$ cat config.mk
export PLATFORM = sky130hd
export DESIGN_NAME = div_16bit_seq
export DESIGN_NICKNAME = d
export VERILOG_FILES = /design/src/rtl/div_16bit_seq.sv
export SDC_FILE = /design/constraint.sdc
export NUM_CORES = 1
export LEC_CHECK = 0
export CAP_MARGIN = 20
export CORE_MARGIN = 3
export CORE_UTILIZATION = 54
export DETAILED_ROUTE_END_ITERATION = 8
export GPL_ROUTABILITY_DRIVEN = 0
export PLACE_DENSITY = 0.9
export SYNTH_ARGS = -nofsm -noshare
export SYNTH_HDL_FRONTEND = slang
export SYNTH_SLANG_ARGS = --single-unit
$ cat constraint.sdc
create_clock -name clk -period 3.6 [get_ports clk]
set_input_delay 0.9 -clock clk [delete_from_list [all_inputs] [get_ports clk]]
set_output_delay 0.9 -clock clk [all_outputs]
set_load 0.01 [all_outputs]
$ cat src/rtl/div_16bit_seq.sv
// rtl/div_16bit_seq.sv - sequential radix-2 restoring divider, one quotient bit per clock
// Optional signed mode is enabled by defining DIV_SIGNED_EN (adds the signed_op input).
module div_16bit_seq #(
  parameter int WIDTH = 16
) (
  input  logic             clk,
  input  logic             rst,
  input  logic             start,
`ifdef DIV_SIGNED_EN
  input  logic             signed_op,
`endif
  input  logic [WIDTH-1:0] dividend,
  input  logic [WIDTH-1:0] divisor,
  output logic             ready,
  output logic             busy,
  output logic             done,
  output logic [WIDTH-1:0] quotient,
  output logic [WIDTH-1:0] remainder,
  output logic             div_by_zero
);

  localparam int CW = $clog2(WIDTH) + 1;
  localparam logic [CW-1:0] LAST_CNT = CW'(WIDTH - 1);

  typedef enum logic [1:0] {
    IDLE = 2'd0,
    CALC = 2'd1,
    DONE = 2'd2
  } state_t;

  state_t          state_q;
  logic [CW-1:0]   count_q;
  logic [WIDTH-1:0] rem_q;
  logic [WIDTH-1:0] quo_q;
  logic [WIDTH-1:0] dvsr_q;
  logic [WIDTH-1:0] quotient_q;
  logic [WIDTH-1:0] remainder_q;
  logic            dbz_q;
  logic            ready_q;
  logic            busy_q;
  logic            done_q;
`ifdef DIV_SIGNED_EN
  logic            neg_quo_q;
  logic            neg_rem_q;
`endif

  logic [WIDTH-1:0] dvnd_mag_d;
  logic [WIDTH-1:0] dvsr_mag_d;
  logic             neg_quo_d;
  logic             neg_rem_d;
  logic [WIDTH:0]   shifted_d;
  logic [WIDTH:0]   diff_d;
  logic [WIDTH-1:0] rem_d;
  logic [WIDTH-1:0] quo_d;

  // Operand magnitudes and result signs as seen on the accepting edge
  always_comb begin
    dvnd_mag_d = dividend;
    dvsr_mag_d = divisor;
    neg_quo_d  = 1'b0;
    neg_rem_d  = 1'b0;
`ifdef DIV_SIGNED_EN
    if (signed_op) begin
      if (dividend[WIDTH-1]) dvnd_mag_d = -dividend;
      if (divisor[WIDTH-1])  dvsr_mag_d = -divisor;
      neg_quo_d = dividend[WIDTH-1] ^ divisor[WIDTH-1];
      neg_rem_d = dividend[WIDTH-1];
    end
`endif
  end

  // One restoring step: shift {R,Q} left, trial-subtract, keep or restore
  always_comb begin
    shifted_d = {rem_q, quo_q[WIDTH-1]};
    diff_d    = shifted_d - {1'b0, dvsr_q};
    if (!diff_d[WIDTH]) begin
      rem_d = diff_d[WIDTH-1:0];
      quo_d = {quo_q[WIDTH-2:0], 1'b1};
    end else begin
      rem_d = shifted_d[WIDTH-1:0];
      quo_d = {quo_q[WIDTH-2:0], 1'b0};
    end
  end

  // Control FSM with registered handshake outputs and result registers
  always_ff @(posedge clk) begin
    if (rst) begin
      state_q     <= IDLE;
      count_q     <= '0;
      rem_q       <= '0;
      quo_q       <= '0;
      dvsr_q      <= '0;
      quotient_q  <= '0;
      remainder_q <= '0;
      dbz_q       <= 1'b0;
      ready_q     <= 1'b1;
      busy_q      <= 1'b0;
      done_q      <= 1'b0;
`ifdef DIV_SIGNED_EN
      neg_quo_q   <= 1'b0;
      neg_rem_q   <= 1'b0;
`endif
    end else begin
      done_q <= 1'b0;
      case (state_q)
        IDLE, DONE: begin
          if (start) begin
            if (divisor == '0) begin
              // Divide by zero skips the iterations entirely
              state_q     <= DONE;
              quotient_q  <= '1;
              remainder_q <= dividend;
              dbz_q       <= 1'b1;
              done_q      <= 1'b1;
              ready_q     <= 1'b1;
              busy_q      <= 1'b0;
            end else begin
              state_q   <= CALC;
              count_q   <= '0;
              rem_q     <= '0;
              quo_q     <= dvnd_mag_d;
              dvsr_q    <= dvsr_mag_d;
              dbz_q     <= 1'b0;
              ready_q   <= 1'b0;
              busy_q    <= 1'b1;
`ifdef DIV_SIGNED_EN
              neg_quo_q <= neg_quo_d;
              neg_rem_q <= neg_rem_d;
`endif
            end
          end else begin
            state_q <= IDLE;
            ready_q <= 1'b1;
            busy_q  <= 1'b0;
          end
        end
        CALC: begin
          rem_q   <= rem_d;
          quo_q   <= quo_d;
          count_q <= count_q + 1'b1;
          if (count_q == LAST_CNT) begin
            // Results become visible only on the edge that enters DONE
            state_q <= DONE;
`ifdef DIV_SIGNED_EN
            quotient_q  <= neg_quo_q ? -quo_d : quo_d;
            remainder_q <= neg_rem_q ? -rem_d : rem_d;
`else
            quotient_q  <= quo_d;
            remainder_q <= rem_d;
`endif
            done_q  <= 1'b1;
            ready_q <= 1'b1;
            busy_q  <= 1'b0;
          end
        end
        default: begin
          state_q <= IDLE;
          ready_q <= 1'b1;
          busy_q  <= 1'b0;
        end
      endcase
    end
  end

  assign ready       = ready_q;
  assign busy        = busy_q;
  assign done        = done_q;
  assign quotient    = quotient_q;
  assign remainder   = remainder_q;
  assign div_by_zero = dbz_q;

`ifndef DIV_SIGNED_EN
  // Sign helpers only matter in signed builds
  logic unused_sign;
  assign unused_sign = neg_quo_d ^ neg_rem_d;
`endif

endmodule

Yosys cells after proc, flatten, opt, wreduce, memory -nomap -nowiden
Cells that the tools add are included.
{ "word_totals": {"regBits": 91, "latch_bits": 0, "ramBits": 0, "mem_bits_ro": 0, "in_bits": 35, "elab_cells": 63, "n_memories": 0} }
{ "classes": {"add_sub_neg": 2, "multipliers": 0, "div": 0, "n_lt_le_gt_ge": 0, "eq_ne": 7, "n_shift": 0, "muxes": 34, "n_bitwise": 1, "n_reduce_logical": 8} }
{ "ops": {"columns": ["cell", "n"], "rows": [
  ["two-way mux 16 bit", 11],
  ["one-hot mux 16 bit (2 select lines)", 4],
  ["subtractor 17 x 16 -> 17 bit", 1],
  ["zero test 16 bit", 1],
  ["two-way mux 5 bit", 2],
  ["one-hot mux 5 bit (2 select lines)", 1],
  ["two-way mux 1 bit", 9],
  ["inequality test 2 bit (second input constant)", 4],
  ["two-way mux 2 bit", 3],
  ["one-hot mux 1 bit (2 select lines)", 3],
  ["AND reduction 3 bit", 2],
  ["adder 5 x 1 -> 5 bit (second input constant)", 1],
  ["== test 5 x 4 -> 1 bit (second input constant)", 1],
  ["one-hot mux 2 bit (2 select lines)", 1],
  ["AND reduction 4 bit", 1],
  ["== test 2 x 1 -> 1 bit (second input constant)", 1],
  ["== test 2 bit (second input constant)", 1],
  ["zero test 2 bit", 1],
  ["AND reduction 2 bit", 1],
  ["nonzero test 2 bit", 1],
  ["OR reduction 2 bit", 1],
  ["NOT 1 bit", 1]
]} }

Longest topological paths before layout
{ "logic_depth": {"ltp_word": 4, "ltp_mapped": 12, "mapped_depth_nobuf": 11} }

Least setup slack after synthesis
OpenSTA, ideal clock, no wires.
{ "synth_timing": {"kind": "reg-to-reg", "startpoint": "reg quo_q[15]", "endpoint": "reg rem_q[15]", "setup_ns": 0.088, "arrival_ns": 2.504, "setup_slack_ns": 1.008, "stages_incl_launch_ff": 13, "path_buffers": 1, "synth_period_minus_slack_ns": 2.592, "path_cell_list": "dfxtp_1 > inv_1 > ha_1 > inv_1 > fa_1 > a211oi_1 > o21ai_1 > a21boi_2 > o21a_4 > mux2i_4 > buf_6 > nand2_2 > a311oi_2"} }
{ "synth_via": {"elab_chain_cells": 3} }
{ "synth_lines": {"columns": ["item", "line_no", "text"], "rows": [
  ["start, declared", "34", "logic [WIDTH-1:0] quo_q;"],
  ["start signal, assigned", "121", "quo_q <= dvnd_mag_d;"],
  ["start signal, assigned", "139", "quo_q <= quo_d;"],
  ["subtractor 17 x 16 -> 17 bit", "75", "diff_d = shifted_d - {1'b0, dvsr_q};"],
  ["two-way mux 16 bit", "76", "if (!diff_d[WIDTH]) begin"],
  ["one-hot mux 16 bit (2 select lines)", "105", "case (state_q)"],
  ["end signal, assigned", "138", "rem_q <= rem_d;"],
  ["end, declared", "33", "logic [WIDTH-1:0] rem_q;"]
]} }
No other way between the ends.
A chain may end at the register's enable or synchronous reset.

Final worst setup path
{ "layout_timing": {"startpoint": "reg quo_q[15]", "endpoint": "reg remainder_q[5] (netlist: remainder[5])"} }
{ "layout_via": {"elab_chain_cells": 4} }
{ "layout_lines": {"columns": ["item", "line_no", "text"], "rows": [
  ["subtractor 17 x 16 -> 17 bit", "75", null],
  ["two-way mux 16 bit", "76", null],
  ["two-way mux 16 bit", "141", "if (count_q == LAST_CNT) begin"],
  ["one-hot mux 16 bit (2 select lines)", "105", null],
  ["end signal, assigned", "112", "remainder_q <= dividend;"],
  ["end signal, assigned", "149", "remainder_q <= rem_d;"],
  ["end, declared", "37", "logic [WIDTH-1:0] remainder_q;"]
]} }
No other way between the ends. The select of a mux whose other input is x is not followed.

==> run_results.csv <==
group,metric,value,unit
status,status,"finished, final reports clean",
power,p_leak,2.03,nW
placement,portBuffers,70,
floorplan,die_area,9350,um2
clocking,cts_tree,"done",
critical_path,crit_path_end_kind,"flip-flop",
floorplan,die_h,96.7,um
synth,synth_area_per_cell,7.97,um2
timing,slew_headroom,29.5,%
power,switchingPower,0.000959,W
clocking,cts-root-buf,"clkbuf_8",
cells_and_area,insertedDiodeCount,0,
cells_and_area,layout_commonest_cell,"nand2_1",
synth,syn-num-nets,611,
cells_and_area,fin_util,68.8,%
synth,ys_warn_count,0,
timing,setup_violations,0,
floorplan,core_area,7850,um2
global_route,grt_pass1_wl,19300,um
power,comb_power_share,33.7,%
timing,skew,14.8,ps
synth,ys_seq_area_share,40.6,%
clocking,post_cts_resized,0,
clocking,ctsHoldBuffers,0,
timing,rsz0062_at_grt,"no",
timing,whs,472,ps
synth,synthCells,557,
timing,setup_ws,510,ps
cells_and_area,register_area,1800,um2
timing,max_freq,0.324,GHz
cells_and_area,nNetsFinal,666,
placement,dp_hpwl,8460,um
critical_path,critPathKind,"reg -> reg",
synth,synthArstFlopShare,0,%
routing,vias,4347,
critical_path,cp_max_fo,14,
power,pwr-share-seq,41.3,%
clocking,cts_setup_buffers,0,
power,p_sw_share,34.9,%
worst_hold_path,hp-class,"reg -> reg",
power,power-per-cell-area,509,nW/um2
cells_and_area,multi_input_area,2440,um2
routing,routed_via_density,6.05,
clocking,clockBufferDepth,2,
routing,wire_per_inst,16.2,um
clocking,clk_latency,360,ps
synth,synth_area_leaders,"dfxtp_1, nand2_1, a21oi_1",
synth,synth_edf_count,0,
cells_and_area,area_delta_synth_final,21.6,%
power,irDropWorstVdd,0.364,mV
clocking,numCtsBuffers,9,
cells_and_area,final.fill_count,616,
global_route,grt_use_total,24.6,%
routing,drc,0,
placement,place_ws,456,ps
critical_path,arrival,3360,ps
clocking,clock-sinks,90,
global_route,grt_pass1_vias,4065,
critical_path,critPathLaunchType,"flip-flop",
power,p_int,0.00179,W
global_route,overflow,0,
job,maxCapViolCount,0,
synth,ys_ff_latch,90,
synth,synth_largest_area_cell,"dfxtp_1",
routing,drt_iter0_markers,394,
routing,drtPass1Iterations,5,
routing,wl,11700,um
clocking,htree_levels,3,
synth,synthFlopType,"dfxtp_1",
global_route,grt_max_degree,56,
floorplan,die_w,96.7,um
synth,synth_top_area_share,40.6,%
global_route,antenna_found_initial,0,
cells_and_area,drive_gt1_share,6.65,%
floorplan,io-pin-count,71,
timing,drv_slew,0,
critical_path,worstPathRequired,3870,ps
timing,finalHoldViolations,0,
floorplan,rows,32,
synth,syn_area,4440,um2
timing,period_needed,3090,ps
clocking,path_clk_slew,90,ps
synth,synth.distinct_cells,53,
power,p_clk_share,25.0,%
timing,fin_crit_sh,85.8,%
floorplan,start_util,56.6,%
routing,detail-route-antenna-nets,0,
timing,max_slew.worst_pin.slew,1060,ps
cells_and_area,final_cell_mix,"nand2_1, dfxtp_1, clkdlybuf4s50_1",
timing,fin_tns_setup,0,ps
==> cells by family after synthesis <==
group | Yosys count | synth area share (%)
flops | 90 | 40.6
buf+inv | 54 | 4.76
fa+ha+maj | 19 | 5.52
mux | 6 | 1.63
xor+xnor | 12 | 2.37
compound gates | 166 | 25.0
simple gates | 210 | 20.2
==> critical path: stages (launching register included) <==
cell and delay [ps]:
dfxtp_1 330, inv_1 100, ha_1 180, inv_1 60, fa_1 430, a211oi_1 230, o21ai_1 180, a21boi_2 330
o21a_4 230, mux2i_4 480, a22oi_1 240, a31oi_1 210
==> cell usage after synthesis, drive strengths merged, types with 2 or more instances <==
master  count
buf         5
a31oi      15
nand2b      7
a21oi      50
nand2     113
nor3        4
o21ai      28
inv        19
dfxtp      90
a311oi     18
o22ai       3
clkbuf     30
nor4        4
and2        3
a211oi     24
a21boi      2
or2         2
ha         18
a22oi      10
mux2i       6
nor2b       4
nor3b       3
nand3       3
nor2       58
and3        3
a21o        4
o211ai      2
a41oi       3
xor2        7
xnor2       5
nand3b      2
o21a        3
==> power by group through the flow <==
stage                     logic, W  clock network [W]  registers, W
after CTS                 0.000912           0.000692       0.00113
after global placement    0.000866                  0       0.00115
after detailed placement  0.000903                  0       0.00115
after floorplan           0.000653                  0       0.00115
after global routing       0.00101           0.000735       0.00114
final                     0.000927           0.000686       0.00114
==> layout make-up <==
type	instances	area share, %
Sequential cell	90	33.3
Clock buffer	11	2.43
Clock inverter	5	1.16
Multi-Input combinational cell	413	45.3
Tap cell	102	2.36
Inverter	19	1.32
Timing Repair Buffer	79	14.1
==> path summary, 6_finish.rpt <==
path	depth (start not counted)	start	to	slack [ps]
max	11	quo_q[15]	remainder[5]	510
min	2	dvsr_q[6]	dvsr_q[6]	470
max reg2reg	11	quo_q[15]	remainder[5]	510
min reg2reg	2	dvsr_q[6]	dvsr_q[6]	470
==> sequential cells by signal, indices dropped and copies added, names as in the netlist <==
register	count
remainder	16
div_by_zero	1
ready	1
dvsr_q	16
quotient	16
state_q	2
done	1
rem_q	16
count_q	5
quo_q	16
==> layer usage <==
metal	share of wire, %	GRT usage, %
met2	50	41.6
met5	0	0
met3	6.4	4.61
met4	2.8	8.53
met1	41	31.4
==> metrics by stage <==
| step | cell area (um2) | instances | total power [W] |
|---|---|---|---|
| 2_1_floorplan | 4440 | 557 | 0.00180 |
| 3_3_place_gp | 5210 | 703 | 0.00202 |
| 3_5_place_dp | 5210 | 703 | 0.00206 |
| 4_1_cts | 5400 | 719 | 0.00274 |
| 5_1_grt | 5400 | 719 | 0.00289 |
| 6_report | 5400 | 719 | 0.00275 |
Note: power is estimated with default switching activity, not from simulation.
